## config.mk

```make
export PLATFORM = sky130hd
export DESIGN_NAME = box_renderer_flat
export DESIGN_NICKNAME = d
export VERILOG_FILES = /design/src/rtl/box_renderer_if.sv /design/src/rtl/box_renderer.sv /design/src/flat_wrapper.sv
export SDC_FILE = /design/constraint.sdc
export NUM_CORES = 1
export LEC_CHECK = 0
export CAP_MARGIN = 20
export CORE_MARGIN = 2
export CORE_UTILIZATION = 31
export CTS_BUF_LIST = sky130_fd_sc_hd__clkbuf_2 sky130_fd_sc_hd__clkbuf_4 sky130_fd_sc_hd__clkbuf_8
export DETAILED_ROUTE_END_ITERATION = 10
export DONT_BUFFER_PORTS = 1
export GPL_TIMING_DRIVEN = 0
export PLACE_DENSITY_LB_ADDON = 0.08
export SLEW_MARGIN = 30
export SYNTH_ARGS = -nofsm -noshare
export SYNTH_HDL_FRONTEND = slang
export SYNTH_SLANG_ARGS = --single-unit
```

## constraint.sdc

```tcl
create_clock -name clock -period 3.12 [get_ports clock]
set_clock_uncertainty 0.15 [all_clocks]
set_input_delay 0 -clock clock [delete_from_list [all_inputs] [get_ports clock]]
set_output_delay 0 -clock clock [all_outputs]
set_load 0.005 [all_outputs]
```

## src/rtl/box_renderer_if.sv

```systemverilog
// Pixel-stream bundle between the VGA timing controller, the box renderer and its consumer.
// The master drives timing and sees colour; the slave (renderer) does the reverse.
interface box_renderer_if;
    logic       vActive;
    logic       hSync;
    logic       vSync;
    logic [9:0] hPixel;
    logic [9:0] vLine;
    logic [3:0] red;
    logic [3:0] green;
    logic [3:0] blue;
    logic       hSyncOut;
    logic       vSyncOut;
    logic       frameTick;

    modport master (
        output vActive, hSync, vSync, hPixel, vLine,
        input  red, green, blue, hSyncOut, vSyncOut, frameTick
    );

    modport slave (
        input  vActive, hSync, vSync, hPixel, vLine,
        output red, green, blue, hSyncOut, vSyncOut, frameTick
    );
endinterface

```

## src/rtl/box_renderer.sv

```systemverilog
// Bouncing-box pixel generator: RGB444 and syncs registered with 1-clock latency; free-running, no backpressure.
// Macro BOX_BORDER_EN draws a white one-pixel perimeter around the box.
module box_renderer #(
    parameter int          H_RES     = 640,
    parameter int          V_RES     = 480,
    parameter int          BOX_SIZE  = 32,
    parameter int          STEP      = 2,
    parameter logic [11:0] BG_COLOR  = 12'h00F,
    parameter logic [11:0] BOX_COLOR = 12'hFF0
) (
    input  logic          clock,
    input  logic          rst,
    box_renderer_if.slave vga
);
    localparam logic [10:0] HRES_W = 11'(H_RES);
    localparam logic [10:0] VRES_W = 11'(V_RES);
    localparam logic [10:0] SIZE_W = 11'(BOX_SIZE);
    localparam logic [10:0] STEP_W = 11'(STEP);

    typedef enum logic [1:0] {DRAW, MOVE_X, MOVE_Y} state_t;

    state_t      state_q, state_d;
    logic [9:0]  boxX_q, boxX_d;
    logic [9:0]  boxY_q, boxY_d;
    logic        dirX_q, dirX_d;
    logic        dirY_q, dirY_d;
    logic [11:0] rgb_q, rgb_d;
    logic        hSync_q, vSync_q;
    logic        frameTick_q, frameTick_d;

    logic        update_evt;
    logic [10:0] x_ext, y_ext, h_ext, v_ext;
    logic        in_x, in_y;

    // Arithmetic runs 11 bits wide so box edge plus step never wraps.
    assign x_ext = {1'b0, boxX_q};
    assign y_ext = {1'b0, boxY_q};
    assign h_ext = {1'b0, vga.hPixel};
    assign v_ext = {1'b0, vga.vLine};

    assign update_evt = (vga.hPixel == 10'd0) && (v_ext == VRES_W);

    always_comb begin
        state_d     = state_q;
        boxX_d      = boxX_q;
        boxY_d      = boxY_q;
        dirX_d      = dirX_q;
        dirY_d      = dirY_q;
        frameTick_d = 1'b0;
        case (state_q)
            DRAW: begin
                if (update_evt) begin
                    state_d = MOVE_X;
                end
            end
            MOVE_X: begin
                state_d = MOVE_Y;
                if (dirX_q && (x_ext + SIZE_W + STEP_W > HRES_W)) begin
                    boxX_d = 10'(HRES_W - SIZE_W);
                    dirX_d = 1'b0;
                end else if (!dirX_q && (x_ext < STEP_W)) begin
                    boxX_d = 10'd0;
                    dirX_d = 1'b1;
                end else if (dirX_q) begin
                    boxX_d = 10'(x_ext + STEP_W);
                end else begin
                    boxX_d = 10'(x_ext - STEP_W);
                end
            end
            MOVE_Y: begin
                state_d     = DRAW;
                frameTick_d = 1'b1;
                if (dirY_q && (y_ext + SIZE_W + STEP_W > VRES_W)) begin
                    boxY_d = 10'(VRES_W - SIZE_W);
                    dirY_d = 1'b0;
                end else if (!dirY_q && (y_ext < STEP_W)) begin
                    boxY_d = 10'd0;
                    dirY_d = 1'b1;
                end else if (dirY_q) begin
                    boxY_d = 10'(y_ext + STEP_W);
                end else begin
                    boxY_d = 10'(y_ext - STEP_W);
                end
            end
            default: begin
                state_d = DRAW;
            end
        endcase
    end

    assign in_x = (h_ext >= x_ext) && (h_ext < x_ext + SIZE_W);
    assign in_y = (v_ext >= y_ext) && (v_ext < y_ext + SIZE_W);

`ifdef BOX_BORDER_EN
    logic on_edge;
    assign on_edge = (h_ext == x_ext) || (h_ext == x_ext + SIZE_W - 11'd1) ||
                     (v_ext == y_ext) || (v_ext == y_ext + SIZE_W - 11'd1);

    always_comb begin
        rgb_d = BG_COLOR;
        if (!vga.vActive) begin
            rgb_d = 12'h000;
        end else if (in_x && in_y) begin
            rgb_d = on_edge ? 12'hFFF : BOX_COLOR;
        end
    end
`else
    always_comb begin
        rgb_d = BG_COLOR;
        if (!vga.vActive) begin
            rgb_d = 12'h000;
        end else if (in_x && in_y) begin
            rgb_d = BOX_COLOR;
        end
    end
`endif

    always_ff @(posedge clock) begin
        if (rst) begin
            state_q     <= DRAW;
            boxX_q      <= 10'd0;
            boxY_q      <= 10'd0;
            dirX_q      <= 1'b1;
            dirY_q      <= 1'b1;
            rgb_q       <= 12'h000;
            hSync_q     <= 1'b1;
            vSync_q     <= 1'b0;
            frameTick_q <= 1'b0;
        end else begin
            state_q     <= state_d;
            boxX_q      <= boxX_d;
            boxY_q      <= boxY_d;
            dirX_q      <= dirX_d;
            dirY_q      <= dirY_d;
            rgb_q       <= rgb_d;
            hSync_q     <= vga.hSync;
            vSync_q     <= vga.vSync;
            frameTick_q <= frameTick_d;
        end
    end

    assign vga.red       = rgb_q[11:8];
    assign vga.green     = rgb_q[7:4];
    assign vga.blue      = rgb_q[3:0];
    assign vga.hSyncOut  = hSync_q;
    assign vga.vSyncOut  = vSync_q;
    assign vga.frameTick = frameTick_q;
endmodule

```

## src/flat_wrapper.sv

```systemverilog
// flat-port wrapper written by rule: the top's interface ports become plain ports
module box_renderer_flat 
#(
    parameter int          H_RES     = 640,
    parameter int          V_RES     = 480,
    parameter int          BOX_SIZE  = 32,
    parameter int          STEP      = 2,
    parameter logic [11:0] BG_COLOR  = 12'h00F,
    parameter logic [11:0] BOX_COLOR = 12'hFF0
)
  (clock, rst, vga_vActive, vga_hSync, vga_vSync, vga_hPixel, vga_vLine, vga_red, vga_green, vga_blue, vga_hSyncOut, vga_vSyncOut, vga_frameTick);
  box_renderer_if vga_i ();
  input  logic clock;
  input  logic rst;
  input wire logic [$bits(vga_i.vActive)-1:0] vga_vActive;
  input wire logic [$bits(vga_i.hSync)-1:0] vga_hSync;
  input wire logic [$bits(vga_i.vSync)-1:0] vga_vSync;
  input wire logic [$bits(vga_i.hPixel)-1:0] vga_hPixel;
  input wire logic [$bits(vga_i.vLine)-1:0] vga_vLine;
  output wire logic [$bits(vga_i.red)-1:0] vga_red;
  output wire logic [$bits(vga_i.green)-1:0] vga_green;
  output wire logic [$bits(vga_i.blue)-1:0] vga_blue;
  output wire logic [$bits(vga_i.hSyncOut)-1:0] vga_hSyncOut;
  output wire logic [$bits(vga_i.vSyncOut)-1:0] vga_vSyncOut;
  output wire logic [$bits(vga_i.frameTick)-1:0] vga_frameTick;
  assign vga_i.vActive = vga_vActive;
  assign vga_i.hSync = vga_hSync;
  assign vga_i.vSync = vga_vSync;
  assign vga_i.hPixel = vga_hPixel;
  assign vga_i.vLine = vga_vLine;
  assign vga_red = vga_i.red;
  assign vga_green = vga_i.green;
  assign vga_blue = vga_i.blue;
  assign vga_hSyncOut = vga_i.hSyncOut;
  assign vga_vSyncOut = vga_i.vSyncOut;
  assign vga_frameTick = vga_i.frameTick;
  box_renderer #(.H_RES(H_RES), .V_RES(V_RES), .BOX_SIZE(BOX_SIZE), .STEP(STEP), .BG_COLOR(BG_COLOR), .BOX_COLOR(BOX_COLOR)) u_core (.clock(clock), .rst(rst), .vga(vga_i));
endmodule
```

Yosys cells after proc, flatten, opt, wreduce, memory -nomap -nowiden
Cells that the tools add are included.
Cells by class
  add/subtract/negate cells: 8
  $lt $le $gt $ge: 8
  equal/unequal tests: 4
  muxes and demuxes: 14
  bitwise gates (word level): 1
  reductions and logical operators: 17
Operator list (count)
  $mux W10: 6
  $add A10 B6 Y11 const B: 2
  $add A11 B2 Y11 const B: 2
  $lt A10 B11 Y1: 2
  $add A10 B2 Y10 const B: 2
  $ge A10 B10 Y1: 2
  $lt A10 B2 Y1 const B: 2
  $sub A10 B2 Y10 const B: 2
  $mux W12: 1
  $gt A11 B10 Y1 const B: 1
  $gt A11 B9 Y1 const B: 1
  $eq A10 B9 Y1 const B: 1
  $logic_not A10 Y1: 1
  $logic_and A1 B1 Y1: 8
  $mux W1: 5
  $pmux W2 S2: 1
  $reduce_and A2 Y1: 2
  $reduce_bool A2 Y1: 2
  $eq A2 B1 Y1 const B: 1
  $eq A2 B2 Y1 const B: 1
  $logic_not A1 Y1: 2
  $logic_not A2 Y1: 1
  $mux W2: 1
  $ne A2 B1 Y1 const B: 1
  2 further kinds: 2
Storage, ports and cells
  flip-flop bits (word level): 39
  input bits: 25
  output and inout port bits: 15
  logic and storage cells: 61

Logic depth before layout (Yosys ltp)
  depth after elaboration: 6
  depth in mapped cells: 11
  gate-level depth less buffers: 10

Worst setup path after synthesis
No wires, ideal clock.
  path type: register -> register
  from: register u_core.boxY_q[5]
  to: register u_core.boxY_q[7]
  setup time: 0.120 ns
  data arrival time: 2.620 ns
  required time: 2.850 ns
  setup slack: 0.230 ns
  cell stages (with the launch flop): 11
  period minus slack after synthesis: 2.890 ns
  cells stage by stage: dfxtp_1 clkbuf_1 inv_1 ha_1 nand4b_1 or3_1 o32ai_1 a21oi_1 o211ai_1 nor2_1 o31a_1
Between the ends
  word-level cells in the longest chain between the ends: 5
Ends and longest elaborated chain
  start: declaration: line box_renderer.sv:24  | logic [9:0] boxY_q, boxY_d;
  start signal: assignment: line box_renderer.sv:132  | boxY_q <= boxY_d;
  $add A10 B6 Y11: line box_renderer.sv:73  | if (dirY_q && (y_ext + SIZE_W + STEP_W > VRES_W)) begin
  $add A11 B2 Y11: line box_renderer.sv:73
  $gt A11 B9 Y1: line box_renderer.sv:73
  $logic_and A1 B1 Y1: line box_renderer.sv:73
  $mux W10 (*): line box_renderer.sv:73
Mark *: on every way between the ends. The rest lies on a longest branch, timed or not.
A chain may end at the register's enable or synchronous reset.

Worst setup path in the final report
  from: register u_core.boxX_q[1]
  to: register u_core.boxX_q[1]
Between the ends
  word-level cells in the longest chain between the ends: 5
Ends and longest elaborated chain
  start: declaration: line box_renderer.sv:23  | logic [9:0] boxX_q, boxX_d;
  start signal: assignment: line box_renderer.sv:131  | boxX_q <= boxX_d;
  $add A10 B6 Y11: line box_renderer.sv:58  | if (dirX_q && (x_ext + SIZE_W + STEP_W > HRES_W)) begin
  $add A11 B2 Y11: line box_renderer.sv:58
  $gt A11 B10 Y1: line box_renderer.sv:58
  $logic_and A1 B1 Y1: line box_renderer.sv:58
  $mux W10 (*): line box_renderer.sv:58
Marks and branches as above.

==> impl_metrics.csv <==
group,metric,value,unit
route,route.detailed.drc,0,
synth,avgSynthCellArea,7.762,um^2
global_routing,antenna_found_initial,0,
clock_network,numCtsBuffers,3,
die,ios,40,
global_routing,grt-ovfl-total,0,
placed_design,place_congestion,0.8416,
timing,relSlewSlack,0.5108,
cells_and_area,insertedDiodeCount,0,
timing,hold_viol,0,
cells_and_area,finish.utilization,0.3507,
critical_path,cp.arrival,3020,ps
cells_and_area,area_delta_synth_final,11.83,%
run_status,status,"finished, final reports clean",
critical_path,cp-startpoint,"u_core.boxX_q[1]",
die,dieArea,9998,um^2
timing,slew_violations,0,
global_routing,grt_pass1_vias,2586,
pwr,vdd_ir_drop_max,0.1577,mV
synth,synth_fa_ha_area_frac,0.1621,
synth,synthTopCellsByArea,"dfxtp_1 19%, ha_1 16%, inv_1 3.7%",
timing,rsz0062_at_grt,"false",
critical_path,end_kind,"flip-flop",
route,num_vias,2835,
synth,seq_area_frac_synth,0.1892,
route,wl,8.433,mm
critical_path,worst_ep_required_time,3180,ps
route,dr.pass1.iters,5,
synth,synth_xor_area_frac,0.03373,
clock_network,cts_max_level,1,
synth,synth_mux_area_frac,0.02190,
cells_and_area,nets,444,
clock_network,cts_tree,"built",
synth,async_flop_share,0,
critical_path,max_stage_delay,460,ps
cells_and_area,layout_commonest_cell,"ha_1",
critical_path,reg2reg_from,"u_core.boxX_q[1]",
worst_hold_path,hp-class,"in -> reg",
critical_path,crit_buf_inv,2,
pwr,cellLeakagePower,1.144,nW
critical_path,crit_slowest_cell,"or4b_1",
clock_network,worstSkewPairLatency,280,ps
die,die_h,99.99,um
critical_path,critPathKind,"reg -> reg",
global_routing,grt_pass1_wl,13.77,mm
synth,netlist_area,2856,um^2
synth,synth_top_area_frac,0.1892,
pwr,power.density,239.3,nW/um^2
synth,synth_nets,430,
clock_network,cts_root_buf,"clkbuf_8",
cells_and_area,layout_common_cells,"36 x ha_1, 28 x inv_1, 22 x dfxtp_1, 20 x nand3_1, 20 x nand2_1",
global_routing,grt_usage,0.1708,
synth,synth_top_area_cell,"dfxtp_1",
synth,yosysWarnings,0,
cells_and_area,regArea,549.3,um^2
clock_network,clock_path_buffers,2,
timing,finalSetupViolCount,0,
placed_design,io_buffer_count,0,
synth,syn_inst,368,
timing,tightest_slew,728.3,ps
cells_and_area,multi_input_area,2068,um^2
route,viasPerCell,5.762,
cells_and_area,layout-drive-gt1-share,0.1050,
route,postRouteAntennaNets,0,
global_routing,grt_max_degree,15,
timing,fmax,337.6,MHz
critical_path,crit_fanout,9,
clock_network,clk_pin_slew_worst_paths,100,ps
die,start_util,0.3136,
synth,synth_cell_types,56,
synth,synth-main-ff-cell,"dfxtp_1",
placed_design,place_hpwl,6.620,mm
worst_hold_path,hp-start,"rst",
clock_network,numClockSinks,27,
critical_path,crit_family,"compound AO/OA/AOI/OAI gates",
die,die_x,99.99,um
timing,totalNegativeSetupSlack,0,ps
synth,synth_top_family_by_area,"compound AO/OA/AOI/OAI gates",
synth,synth_seq_cells,27,
synth,synth_edf_count,0,
critical_path,cp-start-kind,"flip-flop",
die,num_rows,35,
route,avgRoutedWirePerCell,17.14,um
critical_path,crit_path_cell_trace,"buf_4 -> inv_1 -> ha_4 -> or4b_1 -> o22a_2 -> a2111oi_4 -> o32a_2 -> a21oi_4 -> a2111o_1 -> a21oi_1",
timing,fin_crit,2962,ps
run,cap_violations,0,
route,drt-initial-drc-count,173,
die,design.core.area,9109,um^2
cells_and_area,fill_cells,1000,
timing,post-route-period-util,0.9495,
synth,yosys.area_share.simple,0.2308,
synth,synth_compound_area_frac,0.2628,
[cells by family (layout without fill, tap and decap cells)]
logic type                 count (synthesis)  after routing
buffers and inverters                     63             76
AOI/OAI and AO/OA                        100            100
and+or+nand+nor                          124            124
muxes                                      6              6
DFF                                       27             27
adders and majority gates                 37             37
xor gates and xnor gates                  11             11
[sequential cells by signal, summed over array words and instances (netlist names)]
| name | cells |
|---|---|
| u_core.boxX_q | 9 |
| u_core.boxY_q | 9 |
| u_core.dirX_q | 1 |
| u_core.dirY_q | 1 |
| u_core.rgb_q | 2 |
| u_core.state_q | 2 |
| u_core.vga.frameTick | 1 |
| u_core.vga.hSyncOut | 1 |
| u_core.vga.vSyncOut | 1 |
[where the power goes]
group	leakage (nW)	switching [mW]	total (mW)	internal [mW]
registers	0.222	0.00901	0.364	0.355
clock network	0.0262	0.119	0.220	0.101
logic	0.896	0.103	0.180	0.0778
[worst register-to-register path, stage by stage (launching register included)]
cell and delay, ps:
dfxtp_2 330, buf_4 160, inv_1 130, ha_4 230
or4b_1 460, o22a_2 240, a2111oi_4 320, o32a_2 220
a21oi_4 110, a2111o_1 430, a21oi_1 130
[through the flow]
step	hold WS (ps)	power (mW)	cells	instance area, um^2	setup WS (ps)
floorplan	-46.19	0.5039	368	2856	230.4
global placement	-45.66	0.5424	479	2995	-414.0
detailed placement	-42.95	0.5448	479	2995	-385.7
CTS	60.16	0.7789	493	3151	9.456
global route	68.84	0.8130	492	3194	1.775
finish	58.14	0.7642	492	3194	157.6
[metal layers]
metal,wire (um),share of wire,vias to the layer above,track usage
met5,0,0,-,0
met2,3542,0.42,95,0.2484
met1,4427,0.52,1326,0.2695
met4,80,0.0095,0,0.03793
met3,382,0.045,7,0.01602
li1,-,-,1407,-
[Yosys cell counts, types with 2 or more instances]
master	n
a31oi_1	5
a211oi_1	5
a221o_1	5
a2111o_1	2
or3_1	2
nor2_1	19
nor3_1	18
clkbuf_1	21
dfxtp_1	27
nor4_1	7
nand2_1	20
nand3_1	20
o21ai_0	17
a221oi_1	5
nand4b_1	2
ha_1	37
o41ai_1	2
mux2_2	2
o21ai_1	2
or4_1	5
a21oi_1	19
buf_4	10
nand2b_1	2
inv_1	28
nor4b_1	4
and3_1	7
o21a_1	6
o31a_1	3
buf_2	2
o31ai_1	8
nor2b_1	5
nand4_1	8
o211ai_1	5
xnor2_1	8
o32ai_1	4
mux2i_1	4
xor2_1	3
[cell type report]
cell class	instances	share of cell area
multi-input cells	278	0.6475
flip-flops and latches	27	0.1720
plain buffers	34	0.05836
inverters	28	0.03290
clock buffers	4	0.01528
well taps	111	0.04348
repair buffers	10	0.03055
[final timing paths]
check | to | cells after the start | slack, ps
setup / recovery | u_core.boxX_q[1] | 10 | 160
hold / removal | u_core.dirX_q | 2 | 60
setup reg to reg | u_core.boxX_q[1] | 10 | 160
hold reg to reg | u_core.boxX_q[2] | 2 | 370
[timing repair]
| action | CTS | global route |
|---|---|---|
| hold buffers | 9 | 0 |
| pin swaps | 1 | 3 |
| resized for setup | 3 | 18 |
| gates cloned | 0 | 0 |
| endpoints found under the setup margin | 13 | 19 |
| setup buffers | 1 | 0 |
| hold endpoints to repair | 6 | 0 |
No activity file was read; power rests on OpenSTA's default activity.
